`src/rtl/uart_tx_feeder.sv`:
```
// uart_tx_feeder: FIFO-buffered word feeder for uart_frame_tx.
// Accepts FRAME_WD-bit words on a valid/ready stream and issues one frame_en
// pulse per word. It then holds data_frame until tx_done and can add an
// optional idle gap after each frame.
// Optional feature: define UART_TX_FEED_TIMEOUT_EN to bound the wait for
// tx_done. The timeout sets the sticky timeout_err flag and drops the word.
module uart_tx_feeder #(
    parameter int unsigned FRAME_WD    = 8,
    parameter int unsigned DEPTH       = 16,
    parameter int unsigned GAP_CYC     = 0,
    parameter int unsigned TIMEOUT_CYC = 1_000_000
) (
    input  logic                       clk,
    input  logic                       rst,
    input  logic                       in_valid,
    input  logic [FRAME_WD-1:0]        in_data,
    output logic                       in_ready,
    output logic                       frame_en,
    output logic [FRAME_WD-1:0]        data_frame,
    input  logic                       tx_done,
    output logic                       busy,
    output logic [$clog2(DEPTH):0]     level
`ifdef UART_TX_FEED_TIMEOUT_EN
    ,
    output logic                       timeout_err
`endif
);

    localparam int unsigned AW = $clog2(DEPTH);
    localparam int unsigned LW = AW + 1;
    localparam int unsigned GW = (GAP_CYC > 0) ? $clog2(GAP_CYC + 1) : 1;
    localparam logic [LW-1:0] FULL_LVL = LW'(DEPTH);
    localparam logic [GW-1:0] GAP_LAST = GW'(GAP_CYC);

    typedef enum logic [1:0] {
        IDLE,
        WAIT_DONE,
        GAP
    } state_t;

    logic [FRAME_WD-1:0] mem [DEPTH];
    logic [AW-1:0]       wr_ptr;
    logic [AW-1:0]       rd_ptr;
    logic                push;
    logic                pop;

    state_t              state;
    state_t              state_nxt;
    logic                frame_en_nxt;
    logic [FRAME_WD-1:0] data_nxt;
    logic [GW-1:0]       gap_cnt;
    logic [GW-1:0]       gap_nxt;

`ifdef UART_TX_FEED_TIMEOUT_EN
    localparam int unsigned TW = $clog2(TIMEOUT_CYC + 1);
    localparam logic [TW-1:0] TO_LAST = TW'(TIMEOUT_CYC - 1);
    logic [TW-1:0]       to_cnt;
    logic [TW-1:0]       to_nxt;
    logic                terr_nxt;
`endif

    assign in_ready = (level != FULL_LVL) && !rst;
    assign push     = in_valid && in_ready;
    assign busy     = (state != IDLE) || (level != '0);

    // FIFO storage write; contents need no reset because level gates reads
    always_ff @(posedge clk) begin
        if (push) begin
            mem[wr_ptr] <= in_data;
        end
    end

    // FIFO pointers and occupancy; pointers wrap naturally since DEPTH is a power of 2
    always_ff @(posedge clk) begin
        if (rst) begin
            wr_ptr <= '0;
            rd_ptr <= '0;
            level  <= '0;
        end else begin
            if (push) begin
                wr_ptr <= wr_ptr + AW'(1);
            end
            if (pop) begin
                rd_ptr <= rd_ptr + AW'(1);
            end
            case ({push, pop})
                2'b10:   level <= level + LW'(1);
                2'b01:   level <= level - LW'(1);
                default: level <= level;
            endcase
        end
    end

    // FSM state and registered outputs
    always_ff @(posedge clk) begin
        if (rst) begin
            state      <= IDLE;
            frame_en   <= 1'b0;
            data_frame <= '0;
            gap_cnt    <= '0;
`ifdef UART_TX_FEED_TIMEOUT_EN
            to_cnt      <= '0;
            timeout_err <= 1'b0;
`endif
        end else begin
            state      <= state_nxt;
            frame_en   <= frame_en_nxt;
            data_frame <= data_nxt;
            gap_cnt    <= gap_nxt;
`ifdef UART_TX_FEED_TIMEOUT_EN
            to_cnt      <= to_nxt;
            timeout_err <= terr_nxt;
`endif
        end
    end

    // Next-state logic: pop the head in IDLE, wait for tx_done, then optional gap
    always_comb begin
        state_nxt    = state;
        frame_en_nxt = 1'b0;
        data_nxt     = data_frame;
        gap_nxt      = gap_cnt;
        pop          = 1'b0;
`ifdef UART_TX_FEED_TIMEOUT_EN
        to_nxt       = '0;
        terr_nxt     = timeout_err;
`endif
        case (state)
            IDLE: begin
                if (level != '0) begin
                    frame_en_nxt = 1'b1;
                    data_nxt     = mem[rd_ptr];
                    pop          = 1'b1;
                    state_nxt    = WAIT_DONE;
                end
            end
            WAIT_DONE: begin
                if (tx_done) begin
                    if (GAP_CYC > 0) begin
                        state_nxt = GAP;
                        gap_nxt   = GW'(1);
                    end else begin
                        state_nxt = IDLE;
                    end
                end
`ifdef UART_TX_FEED_TIMEOUT_EN
                else if (to_cnt == TO_LAST) begin
                    terr_nxt  = 1'b1;
                    state_nxt = IDLE;
                end else begin
                    to_nxt = to_cnt + TW'(1);
                end
`endif
            end
            GAP: begin
                if (gap_cnt == GAP_LAST) begin
                    state_nxt = IDLE;
                end else begin
                    gap_nxt = gap_cnt + GW'(1);
                end
            end
            default: state_nxt = IDLE;
        endcase
    end

endmodule

```
`config.mk`:
```
export PLATFORM = sky130hd
export DESIGN_NAME = uart_tx_feeder
export DESIGN_NICKNAME = d
export VERILOG_FILES = /design/src/rtl/uart_tx_feeder.sv
export SDC_FILE = /design/constraint.sdc
export NUM_CORES = 1
export LEC_CHECK = 0
export CELL_PAD_IN_SITES_DETAIL_PLACEMENT = 0
export CELL_PAD_IN_SITES_GLOBAL_PLACEMENT = 1
export CORE_ASPECT_RATIO = 0.75
export CORE_MARGIN = 2
export CORE_UTILIZATION = 35
export CTS_CLUSTER_SIZE = 16
export DETAILED_ROUTE_END_ITERATION = 8
export GPL_ROUTABILITY_DRIVEN = 1
export PLACE_DENSITY_LB_ADDON = 0.05
export SLEW_MARGIN = 25
export SYNTH_ARGS = -nofsm -noshare
export SYNTH_HDL_FRONTEND = slang
export SYNTH_SLANG_ARGS = --single-unit
```
`constraint.sdc`:
```
create_clock -name clk -period 2.7 [get_ports clk]
set_input_delay 0.675 -clock clk [delete_from_list [all_inputs] [get_ports clk]]
set_output_delay 0.675 -clock clk [all_outputs]
set_load 0.02 [all_outputs]
```
==> results of run 1 <==
==> where the power goes <==
part / internal, W / switching (W)
clock network: 0.00152 / 0.000872
registers: 0.00266 / 0.0000947
logic: 0.000705 / 0.000928
total: 0.00488 / 0.00189
==> layout make-up <==
| class | instances | area [um^2] |
|---|---|---|
| Inverter | 7 | 28.78 |
| Clock inverter | 9 | 123.9 |
| Sequential cell | 151 | 4310 |
| Multi-Input combinational cell | 216 | 1673 |
| Fill cell | 1542 | 9504 |
| Timing Repair Buffer | 60 | 541.8 |
| Tap cell | 215 | 269.0 |
| Clock buffer | 23 | 478.0 |
==> Yosys cell counts <==
| library cell | n | share of area, % |
|---|---|---|
| nor4_1 | 9 | 0.92 |
| nand3b_1 | 4 | 0.49 |
| a31oi_1 | 2 | 0.21 |
| a21o_1 | 1 | 0.12 |
| edfxtp_1 | 128 | 63 |
| buf_1 | 4 | 0.25 |
| o2111ai_2 | 1 | 0.25 |
| o22ai_1 | 33 | 3.4 |
| o21ai_0 | 9 | 0.74 |
| inv_1 | 7 | 0.43 |
| nand2_1 | 7 | 0.43 |
| buf_6 | 2 | 0.37 |
| nor3b_1 | 1 | 0.12 |
| nand2b_1 | 2 | 0.21 |
| buf_4 | 2 | 0.25 |
| or2_2 | 1 | 0.10 |
| a22oi_1 | 2 | 0.25 |
| dfxtp_1 | 23 | 7.6 |
| xnor2_1 | 5 | 0.72 |
| nor2_1 | 23 | 1.4 |
| and2_1 | 1 | 0.10 |
| nor4b_1 | 1 | 0.14 |
| nand3_1 | 2 | 0.16 |
| o31ai_2 | 1 | 0.21 |
| buf_2 | 9 | 0.74 |
| a211oi_1 | 2 | 0.25 |
| mux2i_1 | 67 | 11 |
| clkbuf_1 | 9 | 0.55 |
| o211a_1 | 1 | 0.16 |
| or3b_2 | 2 | 0.29 |
| ha_1 | 8 | 1.6 |
| nor3_1 | 4 | 0.33 |
| or3_1 | 3 | 0.31 |
| or3b_1 | 1 | 0.14 |
| nor2b_1 | 1 | 0.10 |
| a21oi_1 | 12 | 0.99 |
| nand4_2 | 1 | 0.21 |
| xor2_1 | 4 | 0.57 |
| and3_1 | 1 | 0.10 |
| or4_4 | 1 | 0.18 |
| mux2_2 | 2 | 0.37 |
| nand4b_1 | 1 | 0.14 |
==> cells by family (layout without fill, tap and decap cells) <==
logic type	after synthesis	after routing	synth area share, %
buffers and inverters	33	99	2.587
XOR/XNOR	9	9	1.294
multiplexers	69	69	11.38
adder cells (fa/ha/maj)	8	8	1.643
flip-flops	151	151	70.64
AND/OR/NAND/NOR	66	66	5.914
AO/OA/AOI/OAI	64	64	6.550
==> state kept, by name (all words and copies together) (netlist names) <==
signal / cells
frame_en: 1
mem: 128
wr_ptr: 4
level: 5
state: 1
rd_ptr: 4
data_frame: 8
==> timing repair <==
item | 4_1_cts | 5_1_grt
hold buffers | 0 | 0
gates resized for setup | 3 | 8
pin swaps | 0 | 4
setup buffers | 0 | 0
setup endpoints to repair | 2 | 4
==> metrics by stage <==
| stage | hold WS [ns] | cell area, um^2 | setup WS, ns | TNS [ns] | power, W |
|---|---|---|---|---|---|
| 2_1_floorplan | 0.5211 | 6112 | -0.1569 | -0.1569 | 0.003779 |
| 3_5_place_dp | 0.5334 | 6787 | -0.2354 | -0.5378 | 0.004404 |
| 6_report | 0.5413 | 7425 | 0.06985 | 0 | 0.006780 |
| 3_3_place_gp | 0.5301 | 6787 | -0.1954 | -0.4685 | 0.004398 |
| 4_1_cts | 0.5479 | 7395 | 0.01729 | 0 | 0.006819 |
| 5_1_grt | 0.5754 | 7425 | -0.002858 | -0.002858 | 0.007087 |
==> critical path: cells and delay by family (launching register included) <==
family                 cells  cell delay (ns)
and+or+nand+nor            2             0.93
buffers and inverters      1             0.30
DFF                        1             0.32
==> metal layers <==
metal | GRT usage [%] | share of wire, %
met3 | 3.520 | 3.3
met4 | 5.791 | 0.79
met1 | 24.25 | 51
met5 | 0 | 0
met2 | 24.20 | 45
==> worst max-delay path by stage <==
stage                     endpoint  cells after the start
after global placement    level[4]                     11
final                         busy                      3
after global routing      level[4]                     10
after floorplan           level[4]                     13
after CTS                     busy                      3
after detailed placement  level[4]                     10
==> out/qor.csv, run 1 <==
metric,value,unit
dpl.hpwl,9445,um
antenna_found_initial,0,
die_w,156.4,um
num_vias,3467,
fin_nets,473,
max_clock_freq,380.2,MHz
yosysWarnings,0,
placementRows,41,
grt_start_max_net_pins,41,
grt_pass1_wl,21690,um
die_h,118.3,um
critPathKind,reg -> out,
r2r_slack,0.07,ns
grt_usage,16.54,%
yosysUniqueCellTypes,42,
wl,14490,um
clockBufferDepth,2,
p_leak,2.376,nW
finalWeightedCongestion,0.7181,
numCtsBuffers,17,
area_growth,21.85,%
path_cells,"or4_4, or3_1, clkdlybuf4s15_1",
ys_seq_area_share,70.64,%
fp.coreArea,16930,um^2
layout_common_cells,"edfxtp_1 (128), mux2i_1 (67), o22ai_1 (33), buf_4 (31), clkdlybuf4s50_1 (25)",
synth_seq_cells,151,
worstPathArrival,1.96,ns
period_share,97.41,%
drc,0,
io_pins,28,
ir_worst_vdd,0.4309,mV
grt_overflow_total,0,
required,2.03,ns
detail_route.first_pass.iterations,4,
finalNonFillerCells,681,
htree_num_levels,4,
cts_tree,built,
insertion_delay,0.41,ns
status,"finished, final reports clean",
r2r-end,level[4],
drt_iter0_markers,200,
wl_per_cell,21.27,um
initial_core_util,35.99,%
antenna_cells,0,
final_common_cell,edfxtp_1,
hold_path.class,reg -> reg,
ant_nets,0,
io_buffers,27,
postLayoutCoreUtil,43.86,%
crit_path_max_fanout,3,
clkTransAtPathRegs,0.06,ns
cp-end-kind,output port,
relSlewSlack,49.34,%
drive_above_1_share,16.74,%
netlist_area,6093,um^2
start_kind,flop,
avgSynthCellArea,15.23,um^2
hold_depth,2,
cpMaxStageDelayCell,or4_4,
critPathMaxStageDelay,0.58,ns
setup_viol,0,
dp_cells,649,
cts.sinks,151,
power_density,913.1,nW/um^2
synth_cells,400,
hp-start,data_frame[1],
clk_root_buffer_cell,clkbuf_16,
avgViaCountPerCell,5.091,
skew,0.007772,ns
reg2reg_from,level[1],
rr_worst_depth,10,
dieArea,18490,um^2
cap_violations,0,
crit_start,level[1],
maxSlewViolCount,0,
syn_nets,420,
tightest_slew,0.7576,ns
period_needed,2.630,ns
min_to,data_frame[1],
grt_pass1_vias,3461,
final_hold_viol_count,0,
(Power assumes the default switching activity.)
==> inputs of run 2 (changes only) <==
- DONT_BUFFER_PORTS: default -> 1
- SLEW_MARGIN: 25 -> 5
==> run 2 against run 1 <==
Effect of this change:
- utilization fell by 1.9 points
- combinational power fell by 18%
- maximum frequency rose by 1.8%
- clock power rose by 3%
- global-route usage fell by 0.088 points
- wire length fell by 1.9%
- first-iteration DRC count rose by 32%
- cell area fell by 4.3%
==> out/qor.csv, run 2 (same netlist as run 1, synthesis figures left out) <==
metric,value,unit,change
drive_above_1_share,17.36,%,+0.62 points
clk_root_buffer_cell,clkbuf_16,,
largest_register_ffs,128,,unchanged
detail_route.first_pass.iterations,4,,unchanged
drt_iter0_markers,263,,+32%
p_leak,2.243,nW,-5.6%
io_buffers,0,,-100%
area_growth,16.63,%,
placementRows,41,,unchanged
antenna_found_initial,0,,unchanged
cp-end-kind,flop,,
required,3.01,ns,+0.98 ns
grt_pass1_vias,3272,,-5.5%
max_clock_freq,386.9,MHz,+1.8%
final_hold_viol_count,0,,unchanged
wl_per_cell,21.96,um,+3.2%
tightest_slew,0.9122,ns,+0.1546 ns
multi_input_area,1670,um^2,-0.15%
finalNonFillerCells,647,,-5.0%
ant_nets,0,,unchanged
largestRegisters,"mem x128, data_frame x8, level x5",,
dp_cells,613,,-5.5%
grt_overflow_total,0,,unchanged
numCtsBuffers,17,,unchanged
finalWeightedCongestion,0.7612,,+6.0%
rsz0062_at_grt,false,,
status,"finished, final reports clean",,
cts_tree,built,,
skew,0.01278,ns,+0.005011 ns
layout_common_cells,"edfxtp_1 (128), mux2i_1 (67), o22ai_1 (33), buf_4 (25), nor2_1 (23)",,
grt_pass1_wl,21160,um,-2.4%
num_vias,3317,,-4.3%
avgViaCountPerCell,5.127,,+0.70%
grt_start_max_net_pins,23,,-44%
regMostFlops,mem,,
dieArea,18490,um^2,unchanged
io_pins,28,,unchanged
dpl.hpwl,9640,um,+2.1%
antenna_cells,0,,unchanged
grt_usage,16.45,%,-0.088 points
crit_path_max_fanout,3,,unchanged
setup_tns,0,ns,unchanged
period_share,95.72,%,-1.7 points
worstPathArrival,2.89,ns,+0.93 ns
insertion_delay,0.42,ns,about the same
relSlewSlack,38.96,%,-10 points
setup_viol,0,,unchanged
hold_path.class,in -> reg,,
maxSlewViolCount,0,,unchanged
die_h,118.3,um,unchanged
final_common_cell,edfxtp_1,,
wl,14210,um,-1.9%
initial_core_util,35.99,%,unchanged
htree_num_levels,4,,unchanged
cts.sinks,151,,unchanged
clockBufferDepth,2,,unchanged
regArea,4310,um^2,unchanged
fin_nets,439,,-7.2%
drc,0,,unchanged
fillCellCount,1535,,-0.45%
fp.coreArea,16930,um^2,unchanged
period_needed,2.584,ns,-0.04575 ns
critPathKind,reg -> reg,,
die_w,156.4,um,unchanged
start_kind,flop,,
cap_violations,0,,unchanged
clkTransAtPathRegs,0.06,ns,about the same
power_density,934.9,nW/um^2,+2.4%
ir_worst_vdd,0.4298,mV,-0.27%
-- run 2: power breakdown --
group	total, W	internal (W)	switching (W)
clock network	0.00247	0.00157	0.000897
logic	0.00134	0.000556	0.000788
registers	0.00283	0.00266	0.000173
total	0.00664	0.00479	0.00186
-- run 2: metrics by stage --
stage | area (um^2) | util, % | hold slack [ns] | setup WS, ns | power (W)
3_5_place_dp | 6436 | 38.02 | 0.5601 | 0.04011 | 0.004172
4_1_cts | 7059 | 41.70 | 0.2881 | 0.02822 | 0.006654
5_1_grt | 7107 | 41.98 | 0.2795 | 0.01074 | 0.006972
2_1_floorplan | 6112 | - | 0.5211 | -0.1569 | 0.003779
3_3_place_gp | 6436 | 38.02 | 0.5571 | 0.1134 | 0.004167
6_report | 7107 | 41.98 | 0.3101 | 0.1156 | 0.006644
-- run 2: worst max-delay path, stage by stage, from the launching register on --
cell and delay, ns:
dfxtp_2 0.32, or4_4 0.54, o211a_1 0.27, inv_2 0.10, ha_4 0.15, xor2_2 0.13, ha_2 0.18, a21oi_2 0.05
nand4b_1 0.19, a31oi_2 0.21, mux2_2 0.34
-- run 2: area by class of cell --
type	instances	area share [%]
Sequential cell	151	60.65
Tap cell	215	3.785
Timing Repair Buffer	26	2.923
Clock inverter	12	2.482
Multi-Input combinational cell	216	23.50
Inverter	7	0.3697
Clock buffer	20	6.285
-- run 2: what timing repair did --
action / in CTS / in global routing
resized for setup: 0 / 7
setup endpoints to repair: 0 / 3
setup buffers: 0 / 2
hold buffers: 0 / 0
-- run 2: routing by layer --
| metal | global-route usage, % | up-vias | part of all wire, % |
|---|---|---|---|
| met1 | 23.37 | 1667 | 49 |
| met2 | 24.50 | 59 | 45 |
| met5 | 0 | - | 0 |
| met3 | 5.024 | 6 | 5.1 |
| li1 | - | 1585 | - |
| met4 | 4.300 | 0 | 0.59 |
-- run 2: worst paths after layout --
check,depth (start not counted),from,end,slack (ns)
setup / recovery,10,level[1],level[4],0.12
hold / removal,1,rst,rd_ptr[2],0.31
setup reg to reg,10,level[1],level[4],0.12
hold reg to reg,2,wr_ptr[1],wr_ptr[3],0.57
==> inputs of run 3 (changes only) <==
- HOLD_SLACK_MARGIN: default -> 0.08
- SLEW_MARGIN: 5 -> default
==> results of run 3 <==
The final DEF is identical to that of run 2; final timing and power are the same.
